==> config.mk <==
export PLATFORM = sky130hd
export DESIGN_NAME = smem_line_fetch_flat
export DESIGN_NICKNAME = d
export VERILOG_FILES = /design/src/rtl/smem_line_fetch_if.sv /design/src/rtl/smem_line_fetch.sv /design/src/flat_wrapper.sv
export SDC_FILE = /design/constraint.sdc
export NUM_CORES = 1
export LEC_CHECK = 0
export ABC_AREA = 1
export BUFFER_PORTS_ARGS = -buffer_cell sky130_fd_sc_hd__buf_2
export CORE_AREA = 2 2 276 278
export CTS_BUF_LIST = sky130_fd_sc_hd__clkbuf_2
export CTS_CLUSTER_SIZE = 14
export DETAILED_ROUTE_END_ITERATION = 16
export DIE_AREA = 0 0 278 280
export PLACE_DENSITY_LB_ADDON = 0.25
export SLEW_MARGIN = 10
export SYNTH_ARGS = -nofsm -noshare
export SYNTH_HDL_FRONTEND = slang
export SYNTH_SLANG_ARGS = --single-unit
==> constraint.sdc <==
create_clock -name clk_i -period 19.95 [get_ports clk_i]
set_clock_uncertainty 0.1 [all_clocks]
set_input_delay 3.99 -clock clk_i [delete_from_list [all_inputs] [get_ports clk_i]]
set_output_delay 3.99 -clock clk_i [all_outputs]
set_load 0.01 [all_outputs]
==> src/rtl/smem_line_fetch_if.sv <==
// smem_line_fetch_if
//  Bundles the two sides of the line fetcher into one interface:
//   - client side : req_i / req_adr_i / req_rdy_o, line_vld_o / line_err_o / line_o / line_ack_i
//   - memory side : Wishbone burst-read bus cs_o, cyc_o, stb_o, we_o, cti_o, sel_o, adr_o,
//                   ack_i, dat_i
//  Signal names carry the fetcher's own direction suffixes so existing code maps 1:1.
//  Modports:
//   master : the fetcher (drives the *_o signals, samples the *_i signals)
//   slave  : the environment (client + scratchpad RAM), the mirror image
//  BEATS must match the BEATS of the attached smem_line_fetch (sets the line width).
interface smem_line_fetch_if #(
  parameter int unsigned BEATS = 4
);
  logic                   req_i;
  logic [15:0]            req_adr_i;
  logic                   req_rdy_o;
  logic                   line_vld_o;
  logic                   line_err_o;
  logic [128*BEATS-1:0]   line_o;
  logic                   line_ack_i;
  logic                   cs_o;
  logic                   cyc_o;
  logic                   stb_o;
  logic                   we_o;
  logic [2:0]             cti_o;
  logic [15:0]            sel_o;
  logic [15:0]            adr_o;
  logic                   ack_i;
  logic [127:0]           dat_i;

  modport master (
    input  req_i, req_adr_i, line_ack_i, ack_i, dat_i,
    output req_rdy_o, line_vld_o, line_err_o, line_o,
           cs_o, cyc_o, stb_o, we_o, cti_o, sel_o, adr_o
  );

  modport slave (
    output req_i, req_adr_i, line_ack_i, ack_i, dat_i,
    input  req_rdy_o, line_vld_o, line_err_o, line_o,
           cs_o, cyc_o, stb_o, we_o, cti_o, sel_o, adr_o
  );
endinterface

==> src/rtl/smem_line_fetch.sv <==
// smem_line_fetch
//  Wishbone burst-read master in front of the 128-bit scratchpad RAM. One accepted
//  line request becomes one incrementing burst of BEATS reads; the beats are assembled
//  into a line buffer and returned on a valid/ack handshake. A burst that sees no
//  ack_i for TIMEOUT consecutive cycles is aborted and the line is flagged as error.
//  Parameters:
//   BEATS   : beats per line, power of two 1..8 (line = BEATS*16 bytes)
//   TIMEOUT : idle burst cycles before abort, 1..65535
//  Ports:
//   clk_i   : clock
//   rst_i   : asynchronous active-high reset
//   bus     : smem_line_fetch_if.master (client handshake + Wishbone master signals)
//  All outputs come straight from flops.
module smem_line_fetch #(
  parameter int unsigned BEATS   = 4,
  parameter int unsigned TIMEOUT = 255
) (
  input  logic               clk_i,
  input  logic               rst_i,
  smem_line_fetch_if.master  bus
);

  localparam int unsigned OFS = $clog2(BEATS) + 4;
  localparam int unsigned BW  = (BEATS > 1) ? $clog2(BEATS) : 1;
  localparam int unsigned LW  = 128 * BEATS;
  localparam logic [BW-1:0] LAST    = BW'(BEATS - 1);
  localparam logic [15:0]   TMO_END = 16'(TIMEOUT - 1);

  typedef enum logic [1:0] {IDLE, BURST, DONE} state_t;

  state_t          state_q, state_d;
  logic            rdy_q, rdy_d;
  logic            cyc_q, cyc_d;
  logic            vld_q, vld_d;
  logic            err_q, err_d;
  logic [2:0]      cti_q, cti_d;
  logic [15:0]     adr_q, adr_d;
  logic [15:0]     base_q, base_d;
  logic [15:0]     tmo_q, tmo_d;
  logic [BW-1:0]   beat_q, beat_d;
  logic [LW-1:0]   line_q, line_d;

  // Cycle type announced for a given beat index.
  function automatic logic [2:0] cti_of(input logic [BW-1:0] b);
    if (BEATS == 1)     return 3'b000;
    else if (b == LAST) return 3'b111;
    else                return 3'b010;
  endfunction

  always_ff @(posedge clk_i or posedge rst_i) begin
    if (rst_i) begin
      state_q <= IDLE;
      rdy_q   <= 1'b0;
      cyc_q   <= 1'b0;
      vld_q   <= 1'b0;
      err_q   <= 1'b0;
      cti_q   <= '0;
      adr_q   <= '0;
      base_q  <= '0;
      tmo_q   <= '0;
      beat_q  <= '0;
      line_q  <= '0;
    end else begin
      state_q <= state_d;
      rdy_q   <= rdy_d;
      cyc_q   <= cyc_d;
      vld_q   <= vld_d;
      err_q   <= err_d;
      cti_q   <= cti_d;
      adr_q   <= adr_d;
      base_q  <= base_d;
      tmo_q   <= tmo_d;
      beat_q  <= beat_d;
      line_q  <= line_d;
    end
  end

  always_comb begin
    state_d = state_q;
    rdy_d   = rdy_q;
    cyc_d   = cyc_q;
    vld_d   = vld_q;
    err_d   = err_q;
    cti_d   = cti_q;
    adr_d   = adr_q;
    base_d  = base_q;
    tmo_d   = tmo_q;
    beat_d  = beat_q;
    line_d  = line_q;

    unique case (state_q)
      IDLE: begin
        // rdy_q is still low on the first cycle after reset, so nothing is accepted there.
        if (bus.req_i && rdy_q) begin
          base_d  = {bus.req_adr_i[15:OFS], {OFS{1'b0}}};
          beat_d  = '0;
          tmo_d   = '0;
          adr_d   = base_d;
          cti_d   = cti_of('0);
          cyc_d   = 1'b1;
          rdy_d   = 1'b0;
          state_d = BURST;
        end else begin
          rdy_d = 1'b1;
        end
      end

      BURST: begin
        if (bus.ack_i) begin
          line_d[{beat_q, 7'd0} +: 128] = bus.dat_i;
          tmo_d = '0;
          if (beat_q == LAST) begin
            cyc_d   = 1'b0;
            cti_d   = '0;
            adr_d   = '0;
            vld_d   = 1'b1;
            state_d = DONE;
          end else begin
            beat_d = beat_q + 1'b1;
            adr_d  = base_q | (16'(beat_d) << 4);
            cti_d  = cti_of(beat_d);
          end
        end else if (tmo_q == TMO_END) begin
          // Abort: partial beats stay in the buffer, line is returned flagged.
          cyc_d   = 1'b0;
          cti_d   = '0;
          adr_d   = '0;
          vld_d   = 1'b1;
          err_d   = 1'b1;
          state_d = DONE;
        end else begin
          tmo_d = tmo_q + 16'd1;
        end
      end

      DONE: begin
        if (bus.line_ack_i) begin
          vld_d   = 1'b0;
          err_d   = 1'b0;
          rdy_d   = 1'b1;
          state_d = IDLE;
        end
      end

      default: state_d = IDLE;
    endcase
  end

  assign bus.req_rdy_o  = rdy_q;
  assign bus.line_vld_o = vld_q;
  assign bus.line_err_o = err_q;
  assign bus.line_o     = line_q;
  assign bus.cyc_o      = cyc_q;
  assign bus.stb_o      = cyc_q;
  assign bus.cs_o       = cyc_q;
  assign bus.we_o       = 1'b0;
  assign bus.cti_o      = cti_q;
  assign bus.sel_o      = {16{cyc_q}};
  assign bus.adr_o      = adr_q;

endmodule

==> src/flat_wrapper.sv <==
// flat-port wrapper written by rule: the top's interface ports become plain ports
module smem_line_fetch_flat 
#(
  parameter int unsigned BEATS   = 4,
  parameter int unsigned TIMEOUT = 255
)
  (clk_i, rst_i, bus_req_i, bus_req_adr_i, bus_line_ack_i, bus_ack_i, bus_dat_i, bus_req_rdy_o, bus_line_vld_o, bus_line_err_o, bus_line_o, bus_cs_o, bus_cyc_o, bus_stb_o, bus_we_o, bus_cti_o, bus_sel_o, bus_adr_o);
  smem_line_fetch_if #(.BEATS(BEATS)) bus_i ();
  input  logic clk_i;
  input  logic rst_i;
  input wire logic [$bits(bus_i.req_i)-1:0] bus_req_i;
  input wire logic [$bits(bus_i.req_adr_i)-1:0] bus_req_adr_i;
  input wire logic [$bits(bus_i.line_ack_i)-1:0] bus_line_ack_i;
  input wire logic [$bits(bus_i.ack_i)-1:0] bus_ack_i;
  input wire logic [$bits(bus_i.dat_i)-1:0] bus_dat_i;
  output wire logic [$bits(bus_i.req_rdy_o)-1:0] bus_req_rdy_o;
  output wire logic [$bits(bus_i.line_vld_o)-1:0] bus_line_vld_o;
  output wire logic [$bits(bus_i.line_err_o)-1:0] bus_line_err_o;
  output wire logic [$bits(bus_i.line_o)-1:0] bus_line_o;
  output wire logic [$bits(bus_i.cs_o)-1:0] bus_cs_o;
  output wire logic [$bits(bus_i.cyc_o)-1:0] bus_cyc_o;
  output wire logic [$bits(bus_i.stb_o)-1:0] bus_stb_o;
  output wire logic [$bits(bus_i.we_o)-1:0] bus_we_o;
  output wire logic [$bits(bus_i.cti_o)-1:0] bus_cti_o;
  output wire logic [$bits(bus_i.sel_o)-1:0] bus_sel_o;
  output wire logic [$bits(bus_i.adr_o)-1:0] bus_adr_o;
  assign bus_i.req_i = bus_req_i;
  assign bus_i.req_adr_i = bus_req_adr_i;
  assign bus_i.line_ack_i = bus_line_ack_i;
  assign bus_i.ack_i = bus_ack_i;
  assign bus_i.dat_i = bus_dat_i;
  assign bus_req_rdy_o = bus_i.req_rdy_o;
  assign bus_line_vld_o = bus_i.line_vld_o;
  assign bus_line_err_o = bus_i.line_err_o;
  assign bus_line_o = bus_i.line_o;
  assign bus_cs_o = bus_i.cs_o;
  assign bus_cyc_o = bus_i.cyc_o;
  assign bus_stb_o = bus_i.stb_o;
  assign bus_we_o = bus_i.we_o;
  assign bus_cti_o = bus_i.cti_o;
  assign bus_sel_o = bus_i.sel_o;
  assign bus_adr_o = bus_i.adr_o;
  smem_line_fetch #(.BEATS(BEATS), .TIMEOUT(TIMEOUT)) u_core (.clk_i(clk_i), .rst_i(rst_i), .bus(bus_i));
endmodule
==> out/metrics.csv, run 1 <==
stage,metric,value,unit
outcome,status,"complete, no violations",
setup_path,cp_slowest_cell,nor2_4,
synth,postSynthAreaPerCell,9.231,um^2
detailed_routing,vias_per_cell,5.040,
synth,synth_ff_type,dfrtp_1,
detailed_routing,drc,0,
setup_path,cp-start-kind,primary input,
finish,final_cell_mix,"buf_2, dfrtp_1, nand2_1, o21ai_0, clkbuf_2",
synth,syn_inst,2562,
synth,synth-compound-area-share,15.40,%
clock_tree,clock-root-buffer,clkbuf_2,
timing,fin_tns_setup,0,ns
finish,seqCellArea,0.01401,mm^2
synth,yosysTopAreaCell,dfrtp_1,
timing,worst_slew_pin_slew,1.327,ns
clock_tree,post_cts_buffers,0,
detailed_routing,via_count,21640,
setup_path,path_max_fanout,108,
finish,final_common_cell,buf_2,
synth,synthDistinctLibCells,34,
synth,synth_mux_area_share,0,%
setup_path,path_delay_family,buffers and inverters,
setup_path,criticalPathCategory,primary input to flip-flop,
timing,finalSetupViolCount,0,
synth,ys_warn_count,0,
worst_hold_path,hp-class,flip-flop to flip-flop,
clock_tree,tritoncts,yes,
detailed_routing,routedWlPerCell,21.14,um
global_route,grt_pass1_wl,137.1,mm
timing,final_hold_viol_count,0,
clock_tree,cts_resized,0,
setup_path,crit_required,21.00,ns
floorplan,die_h,280,um
synth,synth_area,0.02365,mm^2
timing,relSlewSlack,11.54,%
synth,synthTopCellsByArea,"dfrtp_1, o21ai_0, nand2_1, nand3_1, nand4_1",
finish,drive_gt1_share,30.56,%
global_route,antenna_found_initial,5,
global_route,overflow,0,
floorplan,die_x,278,um
synth,synth_top_family_by_area,simple AND/OR/NAND/NOR gates,
clock_tree,clock_path_buffers,3,
timing,finalMaxSlewViolations,0,
setup_path,r2r-start,u_core.state_q[1]$_DFFE_PP0P_,
setup_path,setup.worst_path.start,bus_ack_i,
floorplan,core,0.07519,mm^2
clock_tree,ctsHoldBuffers,0,
global_route,first_global_vias,21520,
floorplan,io_pins,703,
placed_design,dp_hpwl,56.68,mm
synth,synthAdderAreaFrac,0.5819,%
global_route,grtUsageTotal,22.87,%
detailed_routing,final_antenna_net_count,0,
finish,fin_nets,3356,
setup_path,crit_path_end_kind,flip-flop,
flow_run,maxCapViolCount,0,
clock_tree,cts_buffers,157,
placed_design,gp_congestion,0.8063,
finish,utilization,38.43,%
global_route,use_met2,37.12,%
finish,n_fill_cell,7933,
synth,synth-async-reset-ratio,100.0,%
setup_path,cpPeakStageDelay,0.78,ns
power_and_ir_drop,peakVddDrop,0.0001591,V
floorplan,die_area,0.07784,mm^2
detailed_routing,firstDrtPassIters,5,
timing,rsz0062_at_grt,false,
clock_tree,htree_levels,4,
detailed_routing,routed_wl,90.78,mm
floorplan,start_util,31.45,%
setup_path,critPathBufInv,3,
global_route,grt_util_met3,6.470,%
synth,synth-simple-area-share,17.38,%
finish,final_cell_area,0.02890,mm^2
global_route,grt_max_degree,160,
worst_hold_path,hp-start,u_core.bus.adr_o[15]$_DFFE_PP0P_,
floorplan,num_rows,101,
finish,multiInputGateArea,0.007981,mm^2
clock_tree,path_clk_slew,0.09,ns
power_and_ir_drop,p_per_area,140.9,mW/mm^2
power_and_ir_drop,p_leak,15.82,nW
synth,netlist.area_leader.share,59.25,%
timing,fmax,159.0,MHz
synth,yosysSeqAreaShare,59.25,%
placed_design,io_buffer_count,691,
synth,synth_seq_cells,560,
clock_tree,clk_latency,1.30,ns
power_and_ir_drop,total_power,4.071,mW
detailed_routing,drt_iter0_drc,1500,
setup_path,path_cells,"buf_2, nand2_8, nor2_4, buf_4, buf_4, nand4_1, nand2_1",
global_route,grt_busiest_layer,met2,
timing,fin_crit_sh,31.52,%
global_route,grt_use_met1,28.78,%
clock_tree,cts.sinks,560,
synth,synth_xor_area_share,0.03703,%
timing,post-route-min-period,6.289,ns
setup_path,crit_arrival,7.34,ns
setup_path,cpMostUsedCell,buf_4,
synth,synth-edff-count,0,
finish,syn_to_final_growth,22.19,%
placed_design,place_area,0.02744,mm^2
per-layer routing:
metal	wire length (um)	share of wire, %
met1	37770	42
met2	43310	48
met3	6725	7.4
met4	2958	3.3
met5	13	0.014
stage by stage:
step / std cells / setup slack, ns / hold slack [ns]
final: 4294 / 13.66 / 0.3733
after detailed placement: 4015 / 12.36 / 0.3546
after global placement: 4015 / 12.32 / 0.3508
after floorplan: 2566 / 0.1992 / 0.3534
after CTS: 4289 / 13.46 / 0.3760
after global routing: 4294 / 13.37 / 0.4024
cell families (layout without fill, tap and decap cells):
kind of cell               count (synthesis)  after routing
AOI/OAI and AO/OA                        679            679
xor gates and xnor gates                   1              1
adders and majority gates                 11             11
buffers and inverters                    387           1132
DFF                                      560            560
other                                      1             10
and+or+nand+nor                          923            923
registers in the layout, indices dropped and copies added, names as in the netlist:
| register | count |
|---|---|
| u_core.beat_q | 2 |
| u_core.base_q | 10 |
| u_core.bus.cti_o | 2 |
| u_core.state_q | 2 |
| u_core.tmo_q | 16 |
| u_core.bus.req_rdy_o | 1 |
| u_core.bus.line_vld_o | 1 |
| u_core.bus.adr_o | 12 |
| u_core.bus.line_o | 512 |
| u_core.bus.line_err_o | 1 |
| u_core.bus.cs_o | 1 |
final timing paths:
path                                                 endpoint  slack [ns]  cells after the start
max                         u_core.bus.line_o[90]$_DFFE_PP0P_       13.66                      7
max reg2reg                 u_core.bus.line_o[90]$_DFFE_PP0P_       15.21                      8
min in group asynchronous  u_core.bus.line_o[268]$_DFFE_PP0P_        2.73                      2
min reg2reg                  u_core.bus.adr_o[15]$_DFFE_PP0P_        0.37                      2
min                          u_core.bus.adr_o[15]$_DFFE_PP0P_        0.37                      2
max in group asynchronous  u_core.bus.line_o[456]$_DFFE_PP0P_       13.73                      5
power breakdown:
group	total, mW	switching, mW	internal (mW)
registers	1.61	0.164	1.44
logic	1.59	1.14	0.444
clock network	0.875	0.515	0.359
total	4.07	1.82	2.25
cells in the mapped netlist (11+ instances only):
| library cell | count |
|---|---|
| buf_1 | 22 |
| buf_2 | 65 |
| nand3_1 | 175 |
| nand4_1 | 133 |
| buf_4 | 34 |
| inv_1 | 136 |
| dfrtp_1 | 560 |
| nor2_1 | 44 |
| clkbuf_1 | 114 |
| o21ai_0 | 531 |
| o21ai_1 | 58 |
| o31ai_1 | 73 |
| nand2_1 | 551 |
| ha_1 | 11 |
worst reg2reg max path: cells and delay by family, from the launching register on:
kind	cells	cell delay [ns]
buf+inv	3	1.47
simple gates	4	1.87
fa+ha+maj	1	0.76
flops	1	0.40
cell type report:
| cell class | instances | area share (%) |
|---|---|---|
| Clock buffer | 241 | 4.174 |
| Timing Repair Buffer | 714 | 12.65 |
| Inverter | 144 | 1.957 |
| Antenna cell | 5 | 0.04330 |
| Sequential cell | 560 | 48.49 |
| Clock inverter | 33 | 0.8313 |
| Multi-Input combinational cell | 1619 | 27.62 |
| Tap cell | 978 | 4.234 |
Note: power is estimated with default switching activity, not from simulation.
==> inputs of run 2 (changes only) <==
clock period = 5.1 ns   (was 19.95 ns; I/O delays follow)
==> out/metrics.csv, run 2 (synthesized netlist as in run 1, its figures left out) <==
stage,metric,value,unit
outcome,status,"complete, no violations",
timing,finalSetupViolCount,0,
setup_path,crit_path_end_kind,flip-flop,
power_and_ir_drop,switching_share,44.49,%
clock_tree,ctsHoldBuffers,143,
timing,final_hold_viol_count,0,
finish,n_fill_cell,7665,
detailed_routing,drc,0,
setup_path,crit_arrival,5.01,ns
timing,worst_slew_pin_slew,1.064,ns
placed_design,dp_hpwl,58.18,mm
clock_tree,cts.sinks,560,
power_and_ir_drop,intPower,8.961,mW
global_route,first_global_vias,22220,
finish,final_common_cell,buf_2,
placed_design,io_buffer_count,691,
finish,layout.cells.non_filler,4440,
detailed_routing,vias_per_cell,5.035,
clock_tree,cts_buffers,155,
floorplan,die_h,280,um
detailed_routing,via_count,22350,
timing,relSlewSlack,29.04,%
floorplan,die_area,0.07784,mm^2
finish,final_cell_mix,"buf_2, dfrtp_1, nand2_1, o21ai_0, clkbuf_2",
setup_path,path_max_fanout,49,
timing,worst_slack,1.102,ns
finish,final_cell_area,0.03053,mm^2
timing,fin_crit_sh,78.39,%
setup_path,setup.worst_path.start,u_core.beat_q[0]$_DFFE_PP0P_,
placed_design,place_ws,1.088,ns
detailed_routing,drt_iter0_drc,1762,
timing,rsz0062_at_grt,false,
clock_tree,post_cts_buffers,0,
timing,fin_hold_ws,0.3306,ns
timing,fmax,250.1,MHz
setup_path,rr_endpoint,u_core.bus.line_o[250]$_DFFE_PP0P_,
floorplan,num_rows,101,
clock_tree,cts_resized,0,
detailed_routing,routed_wl,92.72,mm
finish,syn_to_final_growth,29.08,%
power_and_ir_drop,clkPwrFrac,21.1,%
timing,post-route-min-period,3.998,ns
clock_tree,clock_path_buffers,3,
clock_tree,path_clk_slew,0.10,ns
global_route,grt_pass1_wl,139.8,mm
finish,fin_nets,3514,
global_route,grt_max_degree,129,
setup_path,r2r-start,u_core.beat_q[0]$_DFFE_PP0P_,
setup_path,cp-start-kind,flip-flop,
setup_path,r2r_slack,1.10,ns
setup_path,endpoint,u_core.bus.line_o[250]$_DFFE_PP0P_,
finish,drive_gt1_share,29.49,%
global_route,grtUsageTotal,23.26,%
floorplan,core,0.07519,mm^2
clock_tree,clk_latency,1.28,ns
power_and_ir_drop,peakVddDrop,0.0004304,V
power_and_ir_drop,p_per_area,528.8,mW/mm^2
worst_hold_path,hp-class,primary input to async pin,
power_and_ir_drop,seqPwrFrac,39.1,%
placed_design,dpl.cell_count,4032,
detailed_routing,final_antenna_net_count,0,
finish,largest_reg_flops,512,
clock_tree,htree_levels,4,
floorplan,io_pins,703,
detailed_routing,routedWlPerCell,20.88,um
power_and_ir_drop,combPwrFrac,39.7,%
placed_design,gp_congestion,0.8080,
detailed_routing,firstDrtPassIters,6,
floorplan,start_util,31.45,%
power_and_ir_drop,total_power,16.14,mW
power_and_ir_drop,p_leak,16.50,nW
setup_path,criticalPathCategory,flip-flop to flip-flop,
power_and_ir_drop,p_switching,7.183,mW
setup_path,ff2ff_path_depth,8,
global_route,overflow,0,
clock_tree,tritoncts,yes,
setup_path,crit_required,6.11,ns
clock_tree,clock-root-buffer,clkbuf_2,
flow_run,maxCapViolCount,0,
global_route,antenna_found_initial,2,
floorplan,die_x,278,um
placed_design,place_area,0.02768,mm^2
timing,fin_tns_setup,0,ns
finish,utilization,40.60,%
timing,finalMaxSlewViolations,0,
run 2: changes by cell type in the layout (fill, tap and decap cells not counted), moves of 2 or more:
cell / delta
diode_2: -2
clkinv_1: -3
dlygate4sd3_1: +143
buf_12: +9
clkbuf_2: -8
buf_4: +8
run 2: power by group through the flow:
stage               registers [mW]  clock network, mW  logic [mW]
finish                        6.32               3.41        6.41
global route                  6.47               3.76        6.98
CTS                           6.30               3.54        6.44
detailed placement            6.37                  0        6.33
global placement              6.35                  0        6.29
floorplan                     6.91                  0        3.02
run 2: layout make-up:
type	count	area (um^2)	share of cell area, %
inverters	144	561.8	1.840
well taps	978	1224	4.008
repair buffers	874	5328	17.45
diodes	3	7.507	0.02459
clock buffers	233	1166	3.820
flip-flops and latches	560	14010	45.90
clock inverters	29	246.5	0.8074
multi-input cells	1619	7981	26.14
run 2: critical path, stage by stage (launching register included):
cell	delay (ns)
dfrtp_1	0.79
inv_8	0.26
ha_1	0.37
inv_2	0.12
nand2_4	0.28
inv_2	0.21
buf_4	0.58
nand4_1	0.76
o21ai_0	0.40
run 2: worst min-delay path by stage:
stage | slack (ns) | start | to
finish | 0.33 | rst_i | u_core.bus.line_o[45]$_DFFE_PP0P_
detailed placement | 0.35 | u_core.bus.adr_o[11]$_DFFE_PP0P_ | u_core.bus.adr_o[11]$_DFFE_PP0P_
CTS | 0.10 | rst_i | u_core.bus.line_o[45]$_DFFE_PP0P_
global placement | 0.35 | u_core.bus.adr_o[7]$_DFFE_PP0P_ | u_core.bus.adr_o[7]$_DFFE_PP0P_
global route | 0.24 | rst_i | u_core.bus.line_o[435]$_DFFE_PP0P_
floorplan | 0.35 | u_core.base_q[10]$_DFFE_PP0P_ | u_core.base_q[10]$_DFFE_PP0P_
run 2: metal layers:
metal	vias to the layer above	wire length (um)	part of all wire, %	global-route usage [%]
li1	10290	-	-	-
met1	10960	38600	42	29.82
met2	942	44190	48	37.56
met3	163	6943	7.5	6.245
met4	0	2981	3.2	8.857
met5	-	0	0	0
==> inputs of run 3 (changes only) <==
clock period = 3.65 ns   (was 5.1 ns; I/O delays follow)
==> out/metrics.csv, run 3 (synthesized netlist as in run 1, its figures left out) <==
stage,metric,value,unit
detailed_routing,final_antenna_net_count,0,
power_and_ir_drop,p_leak,16.96,nW
placed_design,place_area,0.02794,mm^2
clock_tree,clock-root-buffer,clkbuf_2,
setup_path,cpPeakStageDelay,0.65,ns
floorplan,die_area,0.07784,mm^2
worst_hold_path,hp-start,bus_dat_i[65],
setup_path,path_max_fanout,20,
worst_hold_path,whs_path_depth,4,
worst_hold_path,hp-class,primary input to flip-flop,
finish,fin_nets,3612,
global_route,grt_max_degree,177,
setup_path,setup.worst_path.start,u_core.bus.cs_o$_DFFE_PP0P_,
floorplan,core,0.07519,mm^2
finish,drive_gt1_share,28.80,%
timing,fin_tns_setup,0,ns
setup_path,path_delay_family,flip-flops,
finish,final_cell_mix,"buf_2, dfrtp_1, nand2_1, o21ai_0, dlygate4sd3_1",
clock_tree,htree_levels,4,
placed_design,dp_hpwl,59.06,mm
clock_tree,tritoncts,yes,
outcome,status,"complete, no violations",
power_and_ir_drop,p_per_area,716.5,mW/mm^2
finish,final_common_cell,buf_2,
flow_run,maxCapViolCount,0,
setup_path,path_cells,buf_2,
clock_tree,clock_path_buffers,3,
global_route,overflow,0,
finish,layout.cells.non_filler,4532,
floorplan,die_h,280,um
placed_design,io_buffer_count,691,
setup_path,cp.depth,1,
finish,largest_reg_flops,512,
global_route,grt_pass1_wl,141.9,mm
timing,post-route-min-period,2.943,ns
timing,relSlewSlack,31.83,%
floorplan,num_rows,101,
detailed_routing,via_count,22980,
global_route,antenna_found_initial,4,
global_route,grtUsageTotal,23.50,%
timing,fin_hold_ws,0.2046,ns
detailed_routing,vias_per_cell,5.071,
timing,worst_slack,0.7070,ns
clock_tree,cts.sinks,560,
setup_path,criticalPathCategory,flip-flop to output pin,
global_route,first_global_vias,22990,
finish,final_cell_area,0.03160,mm^2
timing,finalMaxSlewViolations,0,
clock_tree,cts_resized,0,
floorplan,io_pins,703,
power_and_ir_drop,peakVddDrop,0.0004889,V
detailed_routing,routed_wl,93.61,mm
setup_path,cp_slowest_cell,dfrtp_1,
detailed_routing,firstDrtPassIters,5,
clock_tree,path_clk_slew,0.10,ns
clock_tree,cts_buffers,155,
detailed_routing,drt_iter0_drc,1742,
clock_tree,clk_latency,1.26,ns
setup_path,crit_required,2.82,ns
timing,rsz0062_at_grt,false,
timing,worst_slew_pin_slew,1.021,ns
floorplan,start_util,31.45,%
setup_path,crit_path_end_kind,output pin,
detailed_routing,drc,0,
setup_path,cp-start-kind,flip-flop,
power_and_ir_drop,total_power,22.64,mW
detailed_routing,routedWlPerCell,20.66,um
placed_design,place_ws,0.7631,ns
placed_design,gp_congestion,0.8207,
placed_design,dpl.cell_count,4041,
timing,fmax,339.8,MHz
timing,fin_crit_sh,80.63,%
timing,final_hold_viol_count,0,
floorplan,die_x,278,um
setup_path,r2r-start,u_core.beat_q[0]$_DFFE_PP0P_,
finish,syn_to_final_growth,33.60,%
timing,finalSetupViolCount,0,
setup_path,crit_arrival,2.11,ns
setup_path,ff2ff_path_depth,7,
finish,utilization,42.02,%
setup_path,critPathBufInv,1,
run 3: path summary, 6_finish.rpt:
kind	to	slack [ns]
setup reg to reg	u_core.bus.line_o[247]$_DFFE_PP0P_	0.75
min in group asynchronous	u_core.bus.line_o[496]$_DFFE_PP0P_	0.52
setup / recovery	bus_cyc_o	0.71
hold reg to reg	u_core.bus.adr_o[7]$_DFFE_PP0P_	0.37
max in group asynchronous	u_core.bus.line_o[194]$_DFFE_PP0P_	1.85
hold / removal	u_core.bus.line_o[321]$_DFFE_PP0P_	0.20
run 3: timing repair:
action	4_1_cts	5_1_grt
hold buffers	232	0
endpoints found under the hold margin	957	0
setup buffers	0	0
run 3: cell type report:
type / instances / area [um^2]
clock inverters: 26 / 176.4
clock buffers: 228 / 1141
inverters: 144 / 561.8
diodes: 5 / 12.51
fillers: 7619 / 43590
flip-flops and latches: 560 / 14010
repair buffers: 972 / 6486
multi-input cells: 1619 / 7981
well taps: 978 / 1224
run 3: metal layers:
layer  global-route usage [%]  vias to the layer above  share of wire (%)
met4                    10.52                        2                4.1
met2                    37.42                     1044                 47
met1                    30.09                    11200                 41
li1                         -                    10520                  -
met3                    6.154                      214                7.4
met5                        0                        -              0.014
run 3: report_power, final:
group	internal (mW)	leakage (nW)	switching (mW)
Clock	1.79	1.03	2.76
Sequential	7.89	7.67	0.915
Combinational	2.91	8.26	6.37
run 3: worst register-to-register path, stage by stage (launching register included):
cell     delay (ns)
dfrtp_1        0.46
inv_8          0.13
ha_1           0.30
inv_2          0.12
nand2_4        0.06
inv_2          0.42
nand4_1        0.74
o21ai_0        0.39
